## src/rtl/pattern_gen_multi.sv

```systemverilog
// pattern_gen_multi: plays a BRAM-resident bit pattern onto NUM_GPIO outputs.
// Each RAM word is split into RAM_WIDTH/NUM_GPIO slices, LSB slice first, and
// each slice is held for a programmable period. The next word is fetched during
// the last slice of the current one, so samples are back to back across words
// and across passes.
// Optional feature macro: PAT_GEN_TRIG_START_EN (armed start on a trigger_in edge).
module pattern_gen_multi #(
  parameter int unsigned RAM_ADDR_BITS = 8,
  parameter int unsigned RAM_WIDTH     = 8,
  parameter int unsigned NUM_GPIO      = 8
) (
  input  logic                     clk_100mhz,
  input  logic                     rst_n_sync,
  input  logic                     cfg_enable,
  input  logic [RAM_ADDR_BITS-1:0] cfg_end_address,
  input  logic [2:0]               cfg_timestep_sel,
  input  logic [4:0]               cfg_stage1_count,
  input  logic [7:0]               cfg_repeat_count,
  input  logic                     cfg_trig_start,
  input  logic                     trigger_in,
  input  logic [RAM_WIDTH-1:0]     ram_data,
  output logic                     ram_read_enable,
  output logic [RAM_ADDR_BITS-1:0] ram_addr,
  output logic [NUM_GPIO-1:0]      gpio_out,
  output logic                     pattern_active,
  output logic                     pattern_armed,
  output logic                     pattern_done,
  output logic [7:0]               loop_count
);

  localparam int unsigned SLICES = RAM_WIDTH / NUM_GPIO;
  localparam int unsigned SW     = (SLICES > 1) ? $clog2(SLICES) : 1;
  localparam int unsigned PW     = 13;

  typedef enum logic [2:0] {S_IDLE, S_ARMED, S_PREFETCH, S_RUN, S_DONE} state_t;

  state_t                   state_q, state_d;
  logic                     en_q;
  logic [RAM_ADDR_BITS-1:0] end_q;
  logic [2:0]               tsel_q;
  logic [4:0]               stage1_q;
  logic [7:0]               repeat_q;
  logic [RAM_WIDTH-1:0]     shreg_q;
  logic [SW-1:0]            sidx_q, sidx_d;
  logic [PW-1:0]            pcnt_q, pcnt_d;
  logic                     pf_phase_q;
  logic                     end_word_q;

  logic          en_rise, trig_rise;
  logic [PW-1:0] per_raw, per;
  logic          last_cyc, last_slice, pass_end, pass_cont;
  logic [7:0]    loop_inc, loop_d, loop_after;
  logic          pf_enter, rd_slot, rd_need;

  assign en_rise = cfg_enable & ~en_q;

  // Sample period in cycles, never shorter than two.
  assign per_raw = (PW'(stage1_q) + PW'(1)) << tsel_q;
  assign per     = (per_raw < PW'(2)) ? PW'(2) : per_raw;

  assign last_cyc   = (pcnt_q == per - PW'(1));
  assign last_slice = (sidx_q == SW'(SLICES - 1));
  assign pass_end   = (state_q == S_RUN) && last_cyc && last_slice && end_word_q && cfg_enable;

  // Completed-pass count as it will be after this edge, saturating at 255.
  assign loop_inc   = (loop_count == 8'hFF) ? 8'hFF : loop_count + 8'd1;
  assign loop_d     = ((state_q == S_IDLE) && en_rise) ? 8'd0 : (pass_end ? loop_inc : loop_count);
  assign loop_after = (loop_d == 8'hFF) ? 8'hFF : loop_d + 8'd1;
  assign pass_cont  = (repeat_q == 8'd0) || (loop_d < repeat_q);

  // Fetch slot: the cycle two before the end of the last slice of a word.
  assign pf_enter = (state_d == S_PREFETCH) && (state_q != S_PREFETCH);
  assign rd_slot  = (state_d == S_RUN) && (sidx_d == SW'(SLICES - 1)) && (pcnt_d == per - PW'(2));
  assign rd_need  = (ram_addr != end_q) || (repeat_q == 8'd0) || (loop_after < repeat_q);

`ifdef PAT_GEN_TRIG_START_EN
  logic trig_q;
  assign trig_rise = trigger_in & ~trig_q;

  // Trigger edge history and armed indication.
  always_ff @(posedge clk_100mhz or negedge rst_n_sync) begin
    if (!rst_n_sync) begin
      trig_q        <= 1'b0;
      pattern_armed <= 1'b0;
    end else begin
      trig_q        <= trigger_in;
      pattern_armed <= (state_d == S_ARMED);
    end
  end
`else
  logic unused_trig;
  assign trig_rise     = 1'b0;
  assign unused_trig   = ^{cfg_trig_start, trigger_in, trig_rise};
  assign pattern_armed = 1'b0;
`endif

  // State register.
  always_ff @(posedge clk_100mhz or negedge rst_n_sync) begin
    if (!rst_n_sync) state_q <= S_IDLE;
    else             state_q <= state_d;
  end

  // Next-state logic; a low cfg_enable overrides everything.
  always_comb begin
    state_d = state_q;
    case (state_q)
      S_IDLE: begin
        if (en_rise) begin
`ifdef PAT_GEN_TRIG_START_EN
          state_d = cfg_trig_start ? S_ARMED : S_PREFETCH;
`else
          state_d = S_PREFETCH;
`endif
        end
      end
      S_ARMED:    if (trig_rise) state_d = S_PREFETCH;
      S_PREFETCH: if (pf_phase_q) state_d = S_RUN;
      S_RUN:      if (pass_end && !pass_cont) state_d = S_DONE;
      S_DONE:     state_d = S_IDLE;
      default:    state_d = S_IDLE;
    endcase
    if (!cfg_enable) state_d = S_IDLE;
  end

  // Period and slice counters for the next cycle.
  always_comb begin
    pcnt_d = pcnt_q;
    sidx_d = sidx_q;
    if (state_q == S_PREFETCH) begin
      pcnt_d = '0;
      sidx_d = '0;
    end else if (state_q == S_RUN) begin
      if (last_cyc) begin
        pcnt_d = '0;
        sidx_d = last_slice ? '0 : sidx_q + SW'(1);
      end else begin
        pcnt_d = pcnt_q + PW'(1);
      end
    end
  end

  // Config latch, counters, BRAM reads, sample shifting and status outputs.
  always_ff @(posedge clk_100mhz or negedge rst_n_sync) begin
    if (!rst_n_sync) begin
      en_q            <= 1'b0;
      end_q           <= '0;
      tsel_q          <= '0;
      stage1_q        <= '0;
      repeat_q        <= '0;
      shreg_q         <= '0;
      sidx_q          <= '0;
      pcnt_q          <= '0;
      pf_phase_q      <= 1'b0;
      end_word_q      <= 1'b0;
      ram_read_enable <= 1'b0;
      ram_addr        <= '0;
      gpio_out        <= '0;
      pattern_active  <= 1'b0;
      pattern_done    <= 1'b0;
      loop_count      <= 8'd0;
    end else begin
      en_q <= cfg_enable;
      if ((state_q == S_IDLE) && en_rise) begin
        end_q    <= cfg_end_address;
        tsel_q   <= cfg_timestep_sel;
        stage1_q <= cfg_stage1_count;
        repeat_q <= cfg_repeat_count;
      end
      loop_count <= loop_d;
      pcnt_q     <= pcnt_d;
      sidx_q     <= sidx_d;
      pf_phase_q <= (state_q == S_PREFETCH) && (state_d == S_PREFETCH);
      if (rd_slot) end_word_q <= (ram_addr == end_q);

      ram_read_enable <= 1'b0;
      if (pf_enter) begin
        ram_read_enable <= 1'b1;
        ram_addr        <= '0;
      end else if (rd_slot && rd_need) begin
        ram_read_enable <= 1'b1;
        ram_addr        <= (ram_addr == end_q) ? '0 : ram_addr + RAM_ADDR_BITS'(1);
      end

      if (state_d != S_RUN) begin
        gpio_out <= '0;
      end else if ((state_q == S_PREFETCH) || (last_cyc && last_slice)) begin
        gpio_out <= ram_data[NUM_GPIO-1:0];
        shreg_q  <= RAM_WIDTH'(ram_data >> NUM_GPIO);
      end else if ((state_q == S_RUN) && last_cyc) begin
        gpio_out <= shreg_q[NUM_GPIO-1:0];
        shreg_q  <= RAM_WIDTH'(shreg_q >> NUM_GPIO);
      end

      pattern_active <= (state_d == S_PREFETCH) || (state_d == S_RUN);
      pattern_done   <= (state_d == S_DONE);
    end
  end

endmodule

```

## config.mk

```make
export PLATFORM = sky130hd
export DESIGN_NAME = pattern_gen_multi
export DESIGN_NICKNAME = d
export VERILOG_FILES = /design/src/rtl/pattern_gen_multi.sv
export SDC_FILE = /design/constraint.sdc
export NUM_CORES = 1
export LEC_CHECK = 0
export BUFFER_PORTS_ARGS = -buffer_cell sky130_fd_sc_hd__buf_2
export CAP_MARGIN = 20
export CELL_PAD_IN_SITES_DETAIL_PLACEMENT = 1
export CELL_PAD_IN_SITES_GLOBAL_PLACEMENT = 2
export CORE_MARGIN = 4
export CORE_UTILIZATION = 39
export DETAILED_ROUTE_END_ITERATION = 10
export PLACE_DENSITY = 0.93
export SETUP_SLACK_MARGIN = 0.4
export SYNTH_ARGS = -nofsm -noshare
export SYNTH_HDL_FRONTEND = slang
export SYNTH_SLANG_ARGS = --single-unit
```

## constraint.sdc

```tcl
create_clock -name clk_100mhz -period 11 [get_ports clk_100mhz]
set_input_delay 1.1 -clock clk_100mhz [delete_from_list [all_inputs] [get_ports clk_100mhz]]
set_output_delay 1.1 -clock clk_100mhz [all_outputs]
set_load 0.05 [all_outputs]
```

==> results.json <==
{
  "synth_top_cell_by_area": "dfrtp_1",
  "finalPower_mw": 1.098,
  "rows": 44,
  "min_to": "end_q[7]",
  "yosysWarnings": 0,
  "critPathLaunchType": "flop",
  "fin_tns_setup_ps": 0,
  "layout-drive-gt1-share": 0.1471,
  "cts.sink_count": 71,
  "reg2regPathDepth": 32,
  "port_buffers": 61,
  "outcome": "complete, no violations",
  "fmax_mhz": 104.7,
  "wl_met2_um": 8968,
  "cp-end-kind": "flop",
  "fin_nets": 820,
  "antenna_found_initial": 0,
  "viasPerCell": 5.913,
  "reg2reg_slack_ps": 1450,
  "routedWlPerCell_um": 18.80,
  "cts.path.max_buffers": 2,
  "synthTopCellsByArea": "dfrtp_1, nand2_1, xnor2_1",
  "cpMostUsedCell": "ha_1",
  "drtIter0Drc": 271,
  "tritoncts": "built",
  "nFillCells": 1841,
  "die_h_um": 131.6,
  "period_minus_slack_ps": 9552,
  "slew_viol_final": 0,
  "rsz0062_at_grt": "no",
  "power_leakage_nw": 2.878,
  "cts-root-buf": "clkbuf_16",
  "r2r-start": "stage1_q[0]",
  "clk_latency_ps": 350,
  "dp_hpwl_um": 13620,
  "min_from": "end_q[7]",
  "ys_seq_elements": 71,
  "arrival_ps": 9760,
  "yosysMostFrequentCell": "nand2_1",
  "synth.top_cells.by_count": "nand2_1, dfrtp_1, nor2_1",
  "diodes": 0,
  "cts_buffers": 9,
  "drc_errors": 0,
  "pwr_density_cell_nw_per_um2": 165.6,
  "r2r_end": "ram_addr[4]",
  "synthesis.area_um2": 5959,
  "critPathKind": "reg -> reg",
  "wl_met3_um": 536,
  "grt_max_degree": 72,
  "first_global_vias": 6014,
  "core-area_um2": 14750,
  "hold_viol": 0,
  "critPathMaxFanout": 12,
  "cts_setup_buffers": 0,
  "ys_async_sr_fraction": 1.000,
  "dr.pass1.iters": 4,
  "grt_usage": 0.2092,
  "ant_nets": 0,
  "wl_met1_um": 8069,
  "syn_inst": 724,
  "crit_required_ps": 11210,
  "routed_wl_um": 17900,
  "tightest_slew_ps": 948.4,
  "hold_depth": 2,
  "setup_viol": 0,
  "pin_count": 65,
  "hp-class": "reg -> reg",
  "slew_headroom": 0.3677,
  "syn_nets": 781,
  "gp_congestion": 0.8711,
  "finalCritPeriodShare": 0.8684,
  "ys.flop_type": "dfrtp_1",
  "ys_types": 95,
  "synth_top_area_share": 0.2981,
  "routed.top_layer": "met4",
  "vdd_drop_max_v": 0.00008430,
  "initial_core_util": 0.4039,
  "crit_slowest_cell": "dfrtp_1",
  "slowest_delay_ps": 570,
  "synth.yosys.seq_area_share": 0.2981,
  "synth-edff-count": 0,
  "area_growth_pct": 11.23,
  "grt-ovfl-total": 0,
  "die_w_um": 131.6,
  "hold_ws_ps": 498.2,
  "num_vias": 5629,
  "htree_num_levels": 3,
  "cap_viol_max_count": 0,
  "cts.clk_slew.worst_paths_ps": 60,
  "grt_first_pass_wirelength_um": 30250,
  "skew_ps": 8.616,
  "synth_area_per_cell_um2": 8.231,
  "die_area_um2": 17320
}
[state kept, by name (all words and copies together) (netlist names)]
register	count
state_q	3
pcnt_q	13
stage1_q	5
ram_read_enable	1
tsel_q	3
loop_count	8
end_q	8
end_word_q	1
sidx_q	1
gpio_out	8
ram_addr	8
pattern_active	1
pf_phase_q	1
repeat_q	8
pattern_done	1
en_q	1
[metal layers]
layer | vias up | GRT usage
li1 | 2701 | -
met1 | 2814 | 0.2634
met2 | 92 | 0.3702
met3 | 22 | 0.03058
met4 | 0 | 0.06476
met5 | - | 0
[cell type report]
cell class / count / area [µm²] / share of cell area
multi-input cells: 580 / 3851 / 0.5810
flip-flops and latches: 71 / 1778 / 0.2682
repair buffers: 64 / 327.8 / 0.04945
well taps: 184 / 230.2 / 0.03473
clock buffers: 9 / 225.2 / 0.03398
inverters: 37 / 138.9 / 0.02095
clock inverters: 7 / 77.57 / 0.01170
[how the worst max path moves through the flow]
stage                   to   startpoint  cells past startpoint
2_1_floorplan  ram_addr[7]  stage1_q[1]                     32
3_3_place_gp   ram_addr[7]    tsel_q[1]                     31
3_5_place_dp   ram_addr[4]    tsel_q[1]                     31
4_1_cts        ram_addr[4]    tsel_q[1]                     31
5_1_grt        ram_addr[4]  stage1_q[0]                     31
6_report       ram_addr[4]  stage1_q[0]                     32
[stage by stage]
step                  util  cell area [µm²]  cells  worst slack (ps)
finish              0.4493             6629    952              1448
global route        0.4493             6629    952             578.1
floorplan                -             5959    724              3382
detailed placement  0.4278             6312    935              1308
global placement    0.4278             6312    935              1599
CTS                 0.4484             6615    951              1136
[logic make-up after synthesis]
kind of cell,Yosys count,synth area share
simple gates,334,0.2902
compound gates,155,0.1982
buf+inv,73,0.05795
flops,71,0.2981
xor+xnor,54,0.08503
fa+ha+maj,21,0.04367
mux,15,0.02624
other cells,1,0.0006293
[worst max-delay path, delay by kind of cell (launching register included)]
kind	cells	cell delay, ps
buffers and inverters	1	100
AND/OR/NAND/NOR	14	4180
AO/OA/AOI/OAI	12	3090
adder cells (fa/ha/maj)	4	1140
flip-flops	1	570
XOR/XNOR	1	340
[layout by cell type, fill, tap and decap left out, types with 4 or more instances in the layout]
cell type,netlist,layout
a211oi_1,9,9
ha_1,20,20
nor2_1,59,59
o221ai_1,4,4
a21o_1,11,11
and3_1,13,13
or3_1,6,6
or4_1,6,6
o22ai_1,7,7
clkbuf_16,0,9
nor3_1,23,23
nand3_1,29,29
nand4_1,12,12
dfrtp_1,71,70
nor4_1,14,13
nand2b_1,17,17
buf_2,5,61
or2_2,5,5
nand3b_1,5,5
xnor2_1,35,35
a31oi_1,8,8
nand2_1,102,102
mux2i_1,10,10
o211ai_1,6,6
nor2b_1,8,8
xor2_1,17,17
inv_1,37,37
o21ai_0,28,28
mux2_2,4,4
a22oi_1,9,9
nor3b_1,4,4
a21oi_1,16,16
and2_1,5,5
o31ai_1,6,6
[repair_timing]
item | in CTS | in global routing
hold buffers | 0 | 0
endpoints found under the setup margin | 0 | 9
gates resized for setup | 0 | 2
[power by group]
| part | switching [mW] | internal (mW) |
|---|---|---|
| Sequential | 0.0431 | 0.281 |
| Clock | 0.126 | 0.179 |
| Combinational | 0.288 | 0.181 |
| Total | 0.457 | 0.640 |
Power figures use the tool's default switching activity.
